==> src/rtl/mem_access_unit.sv <==
// Data-memory access unit for the MEM stage: turns load/store requests into a
// single registered bus transaction and formats the returned load data.
module mem_access_unit (
    input  logic        clk,
    input  logic        resetn,
    input  logic [31:0] i_mem_alu_result,
    input  logic [31:0] i_mem_store_data,
    input  logic [2:0]  i_mem_funct3,
    input  logic        i_mem_mem_read,
    input  logic        i_mem_mem_write,
    output logic        o_dbus_req,
    output logic        o_dbus_we,
    output logic [31:0] o_dbus_addr,
    output logic [31:0] o_dbus_wdata,
    output logic [3:0]  o_dbus_be,
    input  logic        i_dbus_ack,
    input  logic [31:0] i_dbus_rdata,
    output logic [31:0] o_mem_load_data,
    output logic        o_mem_stall,
    output logic        o_mem_fault
);

    typedef enum logic [1:0] {S_IDLE, S_BUSY, S_DONE} state_t;

    state_t      r_state;
    logic        r_we;
    logic [31:0] r_addr;
    logic [31:0] r_wdata;
    logic [3:0]  r_be;
    logic [2:0]  r_funct3;
    logic [31:0] r_load_data;

    logic        w_idle;
    logic        w_access;
    logic        w_both;
    logic        w_f3_ok;
    logic        w_aligned;
    logic        w_legal;
    logic [3:0]  w_be;
    logic [31:0] w_wdata;
    logic [7:0]  w_byte;
    logic [15:0] w_half;
    logic [31:0] w_load_fmt;

    assign w_idle   = (r_state == S_IDLE);
    assign w_access = i_mem_mem_read ^ i_mem_mem_write;
    assign w_both   = i_mem_mem_read & i_mem_mem_write;
    assign w_legal  = w_access & w_f3_ok & w_aligned;

    // Request decode: legality, lane enables and replicated store data.
    always_comb begin
        w_f3_ok = 1'b0;
        if (i_mem_mem_read) begin
            case (i_mem_funct3)
                3'b000, 3'b001, 3'b010, 3'b100, 3'b101: w_f3_ok = 1'b1;
                default:                                w_f3_ok = 1'b0;
            endcase
        end else if (i_mem_mem_write) begin
            case (i_mem_funct3)
                3'b000, 3'b001, 3'b010: w_f3_ok = 1'b1;
                default:                w_f3_ok = 1'b0;
            endcase
        end

        w_aligned = 1'b1;
        w_be      = 4'b1111;
        w_wdata   = i_mem_store_data;
        case (i_mem_funct3[1:0])
            2'b00: begin
                w_be    = 4'b0001 << i_mem_alu_result[1:0];
                w_wdata = {4{i_mem_store_data[7:0]}};
            end
            2'b01: begin
                w_aligned = ~i_mem_alu_result[0];
                w_be      = i_mem_alu_result[1] ? 4'b1100 : 4'b0011;
                w_wdata   = {2{i_mem_store_data[15:0]}};
            end
            default: begin
                w_aligned = (i_mem_alu_result[1:0] == 2'b00);
            end
        endcase
        if (!i_mem_mem_write) begin
            w_wdata = 32'd0;
        end
    end

    // Load formatting uses the captured address/size so a changing pipeline
    // input during the wait cannot corrupt the result.
    always_comb begin
        case (r_addr[1:0])
            2'b00:   w_byte = i_dbus_rdata[7:0];
            2'b01:   w_byte = i_dbus_rdata[15:8];
            2'b10:   w_byte = i_dbus_rdata[23:16];
            default: w_byte = i_dbus_rdata[31:24];
        endcase
        w_half = r_addr[1] ? i_dbus_rdata[31:16] : i_dbus_rdata[15:0];
        case (r_funct3)
            3'b000:  w_load_fmt = {{24{w_byte[7]}}, w_byte};
            3'b100:  w_load_fmt = {24'd0, w_byte};
            3'b001:  w_load_fmt = {{16{w_half[15]}}, w_half};
            3'b101:  w_load_fmt = {16'd0, w_half};
            default: w_load_fmt = i_dbus_rdata;
        endcase
    end

    always_ff @(posedge clk or negedge resetn) begin
        if (!resetn) begin
            r_state     <= S_IDLE;
            r_we        <= 1'b0;
            r_addr      <= 32'd0;
            r_wdata     <= 32'd0;
            r_be        <= 4'd0;
            r_funct3    <= 3'd0;
            r_load_data <= 32'd0;
        end else begin
            case (r_state)
                S_IDLE: begin
                    if (w_legal) begin
                        r_state  <= S_BUSY;
                        r_we     <= i_mem_mem_write;
                        r_addr   <= i_mem_alu_result;
                        r_wdata  <= w_wdata;
                        r_be     <= w_be;
                        r_funct3 <= i_mem_funct3;
                    end
                end
                S_BUSY: begin
                    if (i_dbus_ack) begin
                        r_state <= S_DONE;
                        if (!r_we) begin
                            r_load_data <= w_load_fmt;
                        end
                    end
                end
                S_DONE: begin
                    r_state <= S_IDLE;
                end
                default: begin
                    r_state <= S_IDLE;
                end
            endcase
        end
    end

    assign o_dbus_req      = (r_state == S_BUSY);
    assign o_dbus_we       = r_we;
    assign o_dbus_addr     = r_addr;
    assign o_dbus_wdata    = r_wdata;
    assign o_dbus_be       = r_be;
    assign o_mem_load_data = r_load_data;
    assign o_mem_stall     = (w_idle & w_legal) | (r_state == S_BUSY);
    assign o_mem_fault     = w_idle & ((w_access & ~w_legal) | w_both);

endmodule

==> config.mk <==
export PLATFORM = sky130hd
export DESIGN_NAME = mem_access_unit
export DESIGN_NICKNAME = d
export VERILOG_FILES = /design/src/rtl/mem_access_unit.sv
export SDC_FILE = /design/constraint.sdc
export NUM_CORES = 1
export LEC_CHECK = 0
export CORE_UTILIZATION = 47
export DETAILED_ROUTE_END_ITERATION = 16
export PLACE_DENSITY_LB_ADDON = 0.08
export SYNTH_ARGS = -nofsm -noshare
export SYNTH_HDL_FRONTEND = slang
export SYNTH_SLANG_ARGS = --single-unit
==> constraint.sdc <==
create_clock -name clk -period 3.6 [get_ports clk]
set_clock_uncertainty 0.2 [all_clocks]
set_input_delay 0.72 -clock clk [delete_from_list [all_inputs] [get_ports clk]]
set_output_delay 0.72 -clock clk [all_outputs]
set_load 0.01 [all_outputs]
-- Yosys cells after proc, flatten, opt, wreduce, memory -nomap -nowiden
Index checks and enable logic that the tools add are counted.
- output and inout bits: 104
- logic and storage cells: 59
- bits of input ports: 104
- bits in registers: 106
- reductions and logical operators: 11
- bitwise logic cells: 12
- mux-type cells: 15
- shift-type cells: 1
- equal/unequal tests: 13
- operators with widths (kind ; number):
    case mux 32 bit (4 select lines) ; 1
    case mux 32 bit (2 select lines) ; 1
    2-to-1 mux 32 bit ; 1
    case mux 8 bit (3 select lines) ; 1
    2-to-1 mux 16 bit ; 1
    == test 3 bit (second input constant) ; 4
    logical NOT 2 bit ; 4
    case mux 4 bit (2 select lines) ; 1
    bitwise AND 1 bit ; 6
    == test 2 x 1 -> 1 bit (second input constant) ; 3
    == test 3 x 1 -> 1 bit (second input constant) ; 2
    logical NOT 3 bit ; 2
    OR reduction 5 bit ; 1
    2-to-1 mux 1 bit ; 4
    2-to-1 mux 2 bit ; 2
    2-to-1 mux 4 bit ; 1
    != test 2 x 1 -> 1 bit (second input constant) ; 2
    case mux 2 bit (2 select lines) ; 1
    AND reduction 2 bit ; 2
    left shift 1 x 2 -> 4 bit (first input constant) ; 1
    == test 3 x 2 -> 1 bit (second input constant) ; 1
    NOT 1 bit ; 3
    AND reduction 3 bit ; 1
    OR reduction 3 bit ; 1
    4 further kinds ; 5

-- Longest topological paths before layout
Gate-level depths: netlist of run 1.
- depth in word-level cells: 11
- mapped depth: 7
- mapped depth without buffers: 5

-- Worst setup path before layout of run 1
Ideal clock, no wire load.
- kind: input-to-output
- from: in i_mem_mem_read
- to: out o_mem_stall
- path buffers: 2
- data required time: 2680 ps
- arrival: 1761 ps
- stages: 6
- setup slack: 919 ps
- path through: ha_1 -> nor3b_1 -> o221ai_2 -> buf_6 -> buf_2 -> nand2_1
- longest elaborated chain between the ends: 5
- elaborated cells between the ends (all ways): 6
- those cells by class: 1 x mux; 5 x bitwise
- ends and longest elaborated chain (element ; RTL line ; text):
    start: declaration ; 9 ; input logic i_mem_mem_read,
    bitwise XOR 1 bit / 2-to-1 mux 1 bit (equally long branches) ; 46, 53 ;
    bitwise AND 1 bit * (2 in series) ; 48 ; assign w_legal = w_access & w_f3_ok & w_aligned;
    bitwise AND 1 bit * ; 151 ; assign o_mem_stall = (w_idle & w_legal) | (r_state == S_BUSY);
    bitwise OR 1 bit * ; 151 ;
    end: declaration ; 19 ; output logic o_mem_stall,
Every way passes the cells marked *; elsewhere a longest branch is shown, timed or not.

-- Worst setup path in the final report of run 1
- from: in i_mem_alu_result[0]
- to: out o_mem_fault
- longest elaborated chain between the ends: 7
- elaborated cells between the ends (all ways): 8
- those cells by class: 1 x mux; 6 x bitwise; 1 x reduce/logical
- ends and longest elaborated chain (element ; RTL line ; text):
    start: declaration ; 6 ; input logic [31:0] i_mem_alu_result,
    logical NOT 2 bit / NOT 1 bit (equally long branches) ; 79, 74 ;
    case mux 1 bit (2 select lines) * ; 68 ; case (i_mem_funct3[1:0])
    bitwise AND 1 bit * ; 48 ;
    NOT 1 bit * ; 152 ; assign o_mem_fault = w_idle & ((w_access & ~w_legal) | w_both);
    bitwise AND 1 bit * ; 152 ;
    bitwise OR 1 bit * ; 152 ;
    bitwise AND 1 bit * ; 152 ;
    end: declaration ; 20 ; output logic o_mem_fault
Marks and branches as above.

==> run metrics, run 1 <==
result of the run=completed; most frequent cells in the layout=206 x sky130_fd_sc_hd__clkdlybuf4s50_1, 119 x sky130_fd_sc_hd__nand2_1, 106 x sky130_fd_sc_hd__dfrtp_1; max_slew headroom=35.3%; Achievable Freq=slightly below 300 MHz; cell chosen for the clock root=sky130_fd_sc_hd__clkbuf_8; clock latency at the later pin of the worst-skew pair=around 0.36 ns; pin count of the biggest net entering global routing=112; dominant combinational cell family by area after synthesis=simple AND/OR/NAND/NOR gates; critical path required time=around 2.7 ns; type of the tightest min-delay check=in -> async; DIE AREA=~0.011 sq mm; layout net count=just over 800; critical path fanouts, max=5; Pwr per Cell Area=between 600 and 700 mW/mm^2; PortBufs=207; share of power burned in registers=about two fifths; total setup violations reported at the end of the flow=0; die extent in y=around 110 microns; number of rows in the core area=37; number of remaining DRC errors=0; number of design-rule violations left by the first detailed-router iteration=between 200 and 300; global-route wire length before repair=about 23000 microns; cell area after technology mapping=0.00517 sq mm; Yosys Warn Count=0; setup fix buffers added after clock tree synthesis=0; P_sw=approximately 1600 uW; hold-fix buffer count after cts=0; minimum setup slack in the final design=0.130 ns; element type at the critical path start=input port; RSZ-0062 raised after global routing=no; # H-tree levels=3; share of synthesized area occupied by flip-flops and latches=between 50% and 60%; core area=0.0105 sq mm; post-layout min period=3.47 ns; compound-gate portion of the synthesized area=10.9%; simple-gate area share of the yosys netlist=between 10% and 20%; Max clock buf depth=2; number of enable flip-flop cells after synthesis=0; IO Count=around 210; synth unique cells=36; part of the cycle the worst path needs=96.4%; antenna violations before repair=0; detail-routed via count per cell=between 5 and 6; Cell Int Power=roughly 3200 uW; mean area per synthesized cell=just over 10 sq um; Post-Syn Nets=between 600 and 700; fraction of synthesis flops using an asynchronous set or reset pin=between 90% and 100%; global-route congestion overflow total=0; Diodes inserted=0; CTS Sinks=about 110; detailed-route wire length=approximately 14000 microns; final-layout fill cell count=~840; count of pins over their slew limit=0; count of mapped cells out of synthesis=just over 500; HPWL after DPL=around 10000 microns; Max rail drop VDD=approximately 0.33 mV; proportion of total power due to net switching=between 30% and 40%; RD Place Congestion=roughly 0.86; Via Count=approximately 4500; type of element capturing the critical path=output port; Layout area overhead=46.1%; flip-flop and latch count after synthesis=~110; per-cell routed wire length=around 17 microns; Initial Util=~49%; Setup Crit Path Kind=in -> out; Die Wd=107 microns; overall power of the completed layout=roughly 4800 uW; clock buffers created by TritonCTS=9; proportion of layout cells with a drive suffix above 1=13.9%; Worst Tran Pin Value=approximately 0.97 ns; share of power burned in the clock network=between 15 and 20%; via count of the first global-routing pass=about 4500; commonest non-fill, non-tap cell in the layout=sky130_fd_sc_hd__clkdlybuf4s50_1; data arrival time at the worst-slack endpoint=2.55 ns; Max Cap Viol=0; GRT Resource Usage Total=25.4%; Post-Route Hold Slack=between 0.15 and 0.2 ns; mux cell area share after synthesis=16.2%; power share of the combinational group=44.5%; Finished Layout Cells=around 840; share of synthesized cell area in full adder, half adder and majority cells=less than 1%; LEAKAGE=0.00327 uW; TritonCTS clock tree=built; CTS clock-pin slew for the worst setup and hold paths=around 0.090 ns; Most used DFF post-synth=sky130_fd_sc_hd__dfrtp_1; post-placement cell count=just over 800; hold violation count in the final report=0; synthesized-area fraction occupied by xor and xnor cells=0%; Post-Place Worst Slack=~0.0050 ns; first-pass detailed-route iteration total=5; sum of negative setup slack=0 ns; number of antenna-violating nets in the routed design=0
critical path: stages:
cell                              delay, ns
sky130_fd_sc_hd__clkdlybuf4s50_1       0.60
sky130_fd_sc_hd__a21oi_1               0.18
sky130_fd_sc_hd__o22ai_1               0.20
sky130_fd_sc_hd__a21oi_1               0.10
sky130_fd_sc_hd__nor3_1                0.17
sky130_fd_sc_hd__clkdlybuf4s50_1       0.58
cell type report:
class	instances	area, sq um	area share [%]
tap	136	170	2.25
multi-input combinational	364	2360	31.3
inverter	3	11.3	0.149
clock buffer	11	141	1.87
clock inverter	4	52.6	0.695
timing repair buffer	217	2170	28.7
sequential	106	2650	35.1
registers in the layout, indices dropped and copies added (netlist names):
register         count
o_dbus_addr         32
o_dbus_be            4
o_dbus_wdata        32
o_dbus_we            1
o_mem_load_data     32
r_funct3             3
r_state              2
logic make-up after synthesis:
family,count (synthesis)
adders and majority gates,1
AOI/OAI and AO/OA,95
buffers and inverters,42
muxes,67
and+or+nand+nor,201
DFF,106
power by group through the flow:
stage          registers [uW]  clock network, uW  logic (uW)
6_report                 1940                745        2150
3_3_place_gp             1930                  0        2110
5_1_grt                  1990                795        2310
4_1_cts                  1940                761        2160
2_1_floorplan            2080                  0         799
3_5_place_dp             1960                  0        2150
path summary, 6_finish.rpt:
kind | from | to | slack, ns | depth (start not counted)
min | resetn | o_dbus_be[1] | 0.18 | 1
max in group asynchronous | resetn | o_mem_load_data[8] | 2.25 | 2
max reg2reg | r_funct3[0] | o_mem_load_data[6] | 1.45 | 4
max | i_mem_alu_result[0] | o_mem_fault | 0.13 | 6
min reg2reg | o_dbus_wdata[22] | o_dbus_wdata[22] | 0.29 | 2
min in group clk | o_dbus_wdata[22] | o_dbus_wdata[22] | 0.29 | 2
through the flow:
stage	cell area, sq um	util, %
2_1_floorplan	5170	-
3_3_place_gp	7350	70.0
3_5_place_dp	7350	70.0
4_1_cts	7550	71.8
5_1_grt	7560	72.0
6_report	7560	72.0
cell usage after synthesis, types with 2 or more instances:
master	number	area [sq um]
sky130_fd_sc_hd__nor3b_1	2	15.0
sky130_fd_sc_hd__nand2b_1	12	75.1
sky130_fd_sc_hd__a31oi_1	8	50.1
sky130_fd_sc_hd__a21oi_1	14	70.1
sky130_fd_sc_hd__nor3_1	10	50.1
sky130_fd_sc_hd__dfrtp_1	106	2650
sky130_fd_sc_hd__o21ai_0	58	290
sky130_fd_sc_hd__nor2_1	10	37.5
sky130_fd_sc_hd__clkbuf_1	21	78.8
sky130_fd_sc_hd__mux2_2	35	394
sky130_fd_sc_hd__mux2_4	22	330
sky130_fd_sc_hd__nand3_1	32	160
sky130_fd_sc_hd__nand3b_1	8	60.1
sky130_fd_sc_hd__mux2i_1	9	90.1
sky130_fd_sc_hd__buf_6	3	33.8
sky130_fd_sc_hd__buf_2	14	70.1
sky130_fd_sc_hd__o221a_2	7	78.8
sky130_fd_sc_hd__nor2b_1	3	18.8
sky130_fd_sc_hd__nand2_1	119	447
sky130_fd_sc_hd__inv_1	3	11.3
layer usage:
layer | up-vias | track usage [%] | wire, microns
met4 | 0 | 9.78 | 257
met1 | 2160 | 31.6 | 5770
met2 | 196 | 41.6 | 7100
met5 | - | 0 | 0
li1 | 2151 | - | -
met3 | 20 | 7.60 | 1300
timing repair:
action	CTS	global route
resized for setup	0	2
endpoints found under the setup margin	0	2
endpoints found under the hold margin	0	0
Note: power is estimated with default switching activity, not from simulation.
==> run 2, diff against run 1 <==
Settings changed: CORE_UTILIZATION 47 to 48, CTS_BUF_LIST from default to sky130_fd_sc_hd__clkbuf_4 sky130_fd_sc_hd__clkbuf_8, REMOVE_ABC_BUFFERS from default to 1.
==> run metrics, run 2 (synthesized netlist as in run 1, its figures left out) <==
layout net count=about 810; post-layout min period=around 3.4 ns; total setup violations reported at the end of the flow=0; sum of buffers and inverters on the critical path=2; RSZ-0062 raised after global routing=no; DIE AREA=0.0112 sq mm; CP max stage cell=sky130_fd_sc_hd__clkdlybuf4s50_1; data arrival time at the worst-slack endpoint=2.50 ns; detailed-route wire length=roughly 14000 microns; per-cell routed wire length=approximately 16 microns; global-route wire length before repair=roughly 22000 microns; via count of the first global-routing pass=about 4500; RD Place Congestion=roughly 0.8; most frequent cells in the layout=206 x sky130_fd_sc_hd__clkdlybuf4s50_1, 119 x sky130_fd_sc_hd__nand2_1, 106 x sky130_fd_sc_hd__dfrtp_1; global-route congestion overflow total=0; critical path required time=between 2 and 3 ns; number of rows in the core area=37; hold violation count in the final report=0; pin count of the biggest net entering global routing=roughly 110; proportion of layout cells with a drive suffix above 1=~14%; Layout area overhead=45.9%; result of the run=completed; Die Wd=around 110 microns; LEAKAGE=0.00328 uW; Max rail drop VDD=approximately 0.38 mV; number of design-rule violations left by the first detailed-router iteration=between 100 and 150; Diodes inserted=0; minimum setup slack in the final design=about 0.18 ns; Max clock buf depth=2; dominant delay contributor by cell family on the critical path=buffers and inverters; Post-Place Worst Slack=between 0.06 and 0.07 ns; number of antenna-violating nets in the routed design=0; GRT Resource Usage Total=around a quarter; Achievable Freq=around 300 MHz; first-pass detailed-route iteration total=4; Initial Util=approximately 50%; element type at the critical path start=input port; Worst Tran Pin Value=around 0.98 ns; Setup Crit Path Kind=in -> out; Post-Route Hold Slack=0.175 ns; # H-tree levels=3; detail-routed via count per cell=approximately 5.3; Slowest Stage Delay on Critical Path=0.50 ns; IO Count=approximately 210; number of remaining DRC errors=0; die extent in y=around 110 microns; commonest non-fill, non-tap cell in the layout=sky130_fd_sc_hd__clkdlybuf4s50_1; library cell appearing most often on the critical path=sky130_fd_sc_hd__clkdlybuf4s50_1; PortBufs=between 200 and 250; clock latency at the later pin of the worst-skew pair=approximately 0.37 ns; clock buffers created by TritonCTS=9; TritonCTS clock tree=built; part of the cycle the worst path needs=around 95%; CTS clock-pin slew for the worst setup and hold paths=around 0.10 ns; Max Cap Viol=0; antenna violations before repair=0; critical path fanouts, max=5; max_slew headroom=around 35%; type of element capturing the critical path=output port; core area=approximately 0.010 sq mm; critical path cell sequence=clkdlybuf4s50_1 > nor4_2 > o22ai_1 > a21oi_1 > nor3_1 > clkdlybuf4s50_1; type of the tightest min-delay check=in -> async; cell chosen for the clock root=sky130_fd_sc_hd__clkbuf_8; count of pins over their slew limit=0; CTS Sinks=between 100 and 150; Via Count=approximately 4500; Pwr per Cell Area=around 640 mW/mm^2; final-layout fill cell count=around 780; HPWL after DPL=9700 microns
==> run 2: final timing paths <==
path                                          start                  end  slack [ns]  cells past startpoint
worst max register to register       o_dbus_addr[1]  o_mem_load_data[27]        1.26                      4
worst min-delay path                         resetn  o_mem_load_data[10]        0.18                      1
max in group asynchronous                    resetn   o_mem_load_data[0]        2.13                      2
min in group clk                       o_dbus_be[3]         o_dbus_be[3]        0.28                      2
worst max-delay path            i_mem_alu_result[0]          o_mem_fault        0.18                      6
worst min register to register         o_dbus_be[3]         o_dbus_be[3]        0.28                      2
==> run 2: metal layers <==
metal	vias to the layer above	global-route usage [%]	wire (microns)
met5	-	0	0
li1	2143	-	-
met3	22	8.29	1200
met4	0	8.04	235
met2	160	41.1	6730
met1	2150	31.6	5720
==> run 2: final cells by class <==
type	count	area (sq um)	share of cell area, %
clock inverter	5	52.6	0.696
clock buffer	11	151	2.00
multi-input combinational	364	2360	31.2
sequential	106	2650	35.1
timing repair buffer	217	2160	28.6
tap	136	170	2.25
inverter	3	11.3	0.149
==> run 2: power by group <==
group / total (uW) / switching [uW] / internal, uW
registers: 1960 / 336 / 1630
logic: 2110 / 837 / 1270
clock network: 760 / 404 / 356
==> run 2: metrics by stage <==
step | utilization [%] | TNS (ns) | cell area, sq um | instances | total power [uW]
final | 72.8 | 0 | 7550 | 842 | 4830
after global routing | 72.8 | 0 | 7550 | 842 | 5120
after CTS | 72.8 | 0 | 7550 | 842 | 4870
after detailed placement | 70.8 | 0 | 7340 | 826 | 4100
after global placement | 70.8 | 0 | 7340 | 826 | 4030
after floorplan | - | -72.75 | 4990 | 473 | 2830
==> run 2: what timing repair did <==
item                       in CTS  in global routing
hold buffers                    0                  0
gates resized for setup         0                  1
setup endpoints to repair       0                  1
buffers inserted                0                  0
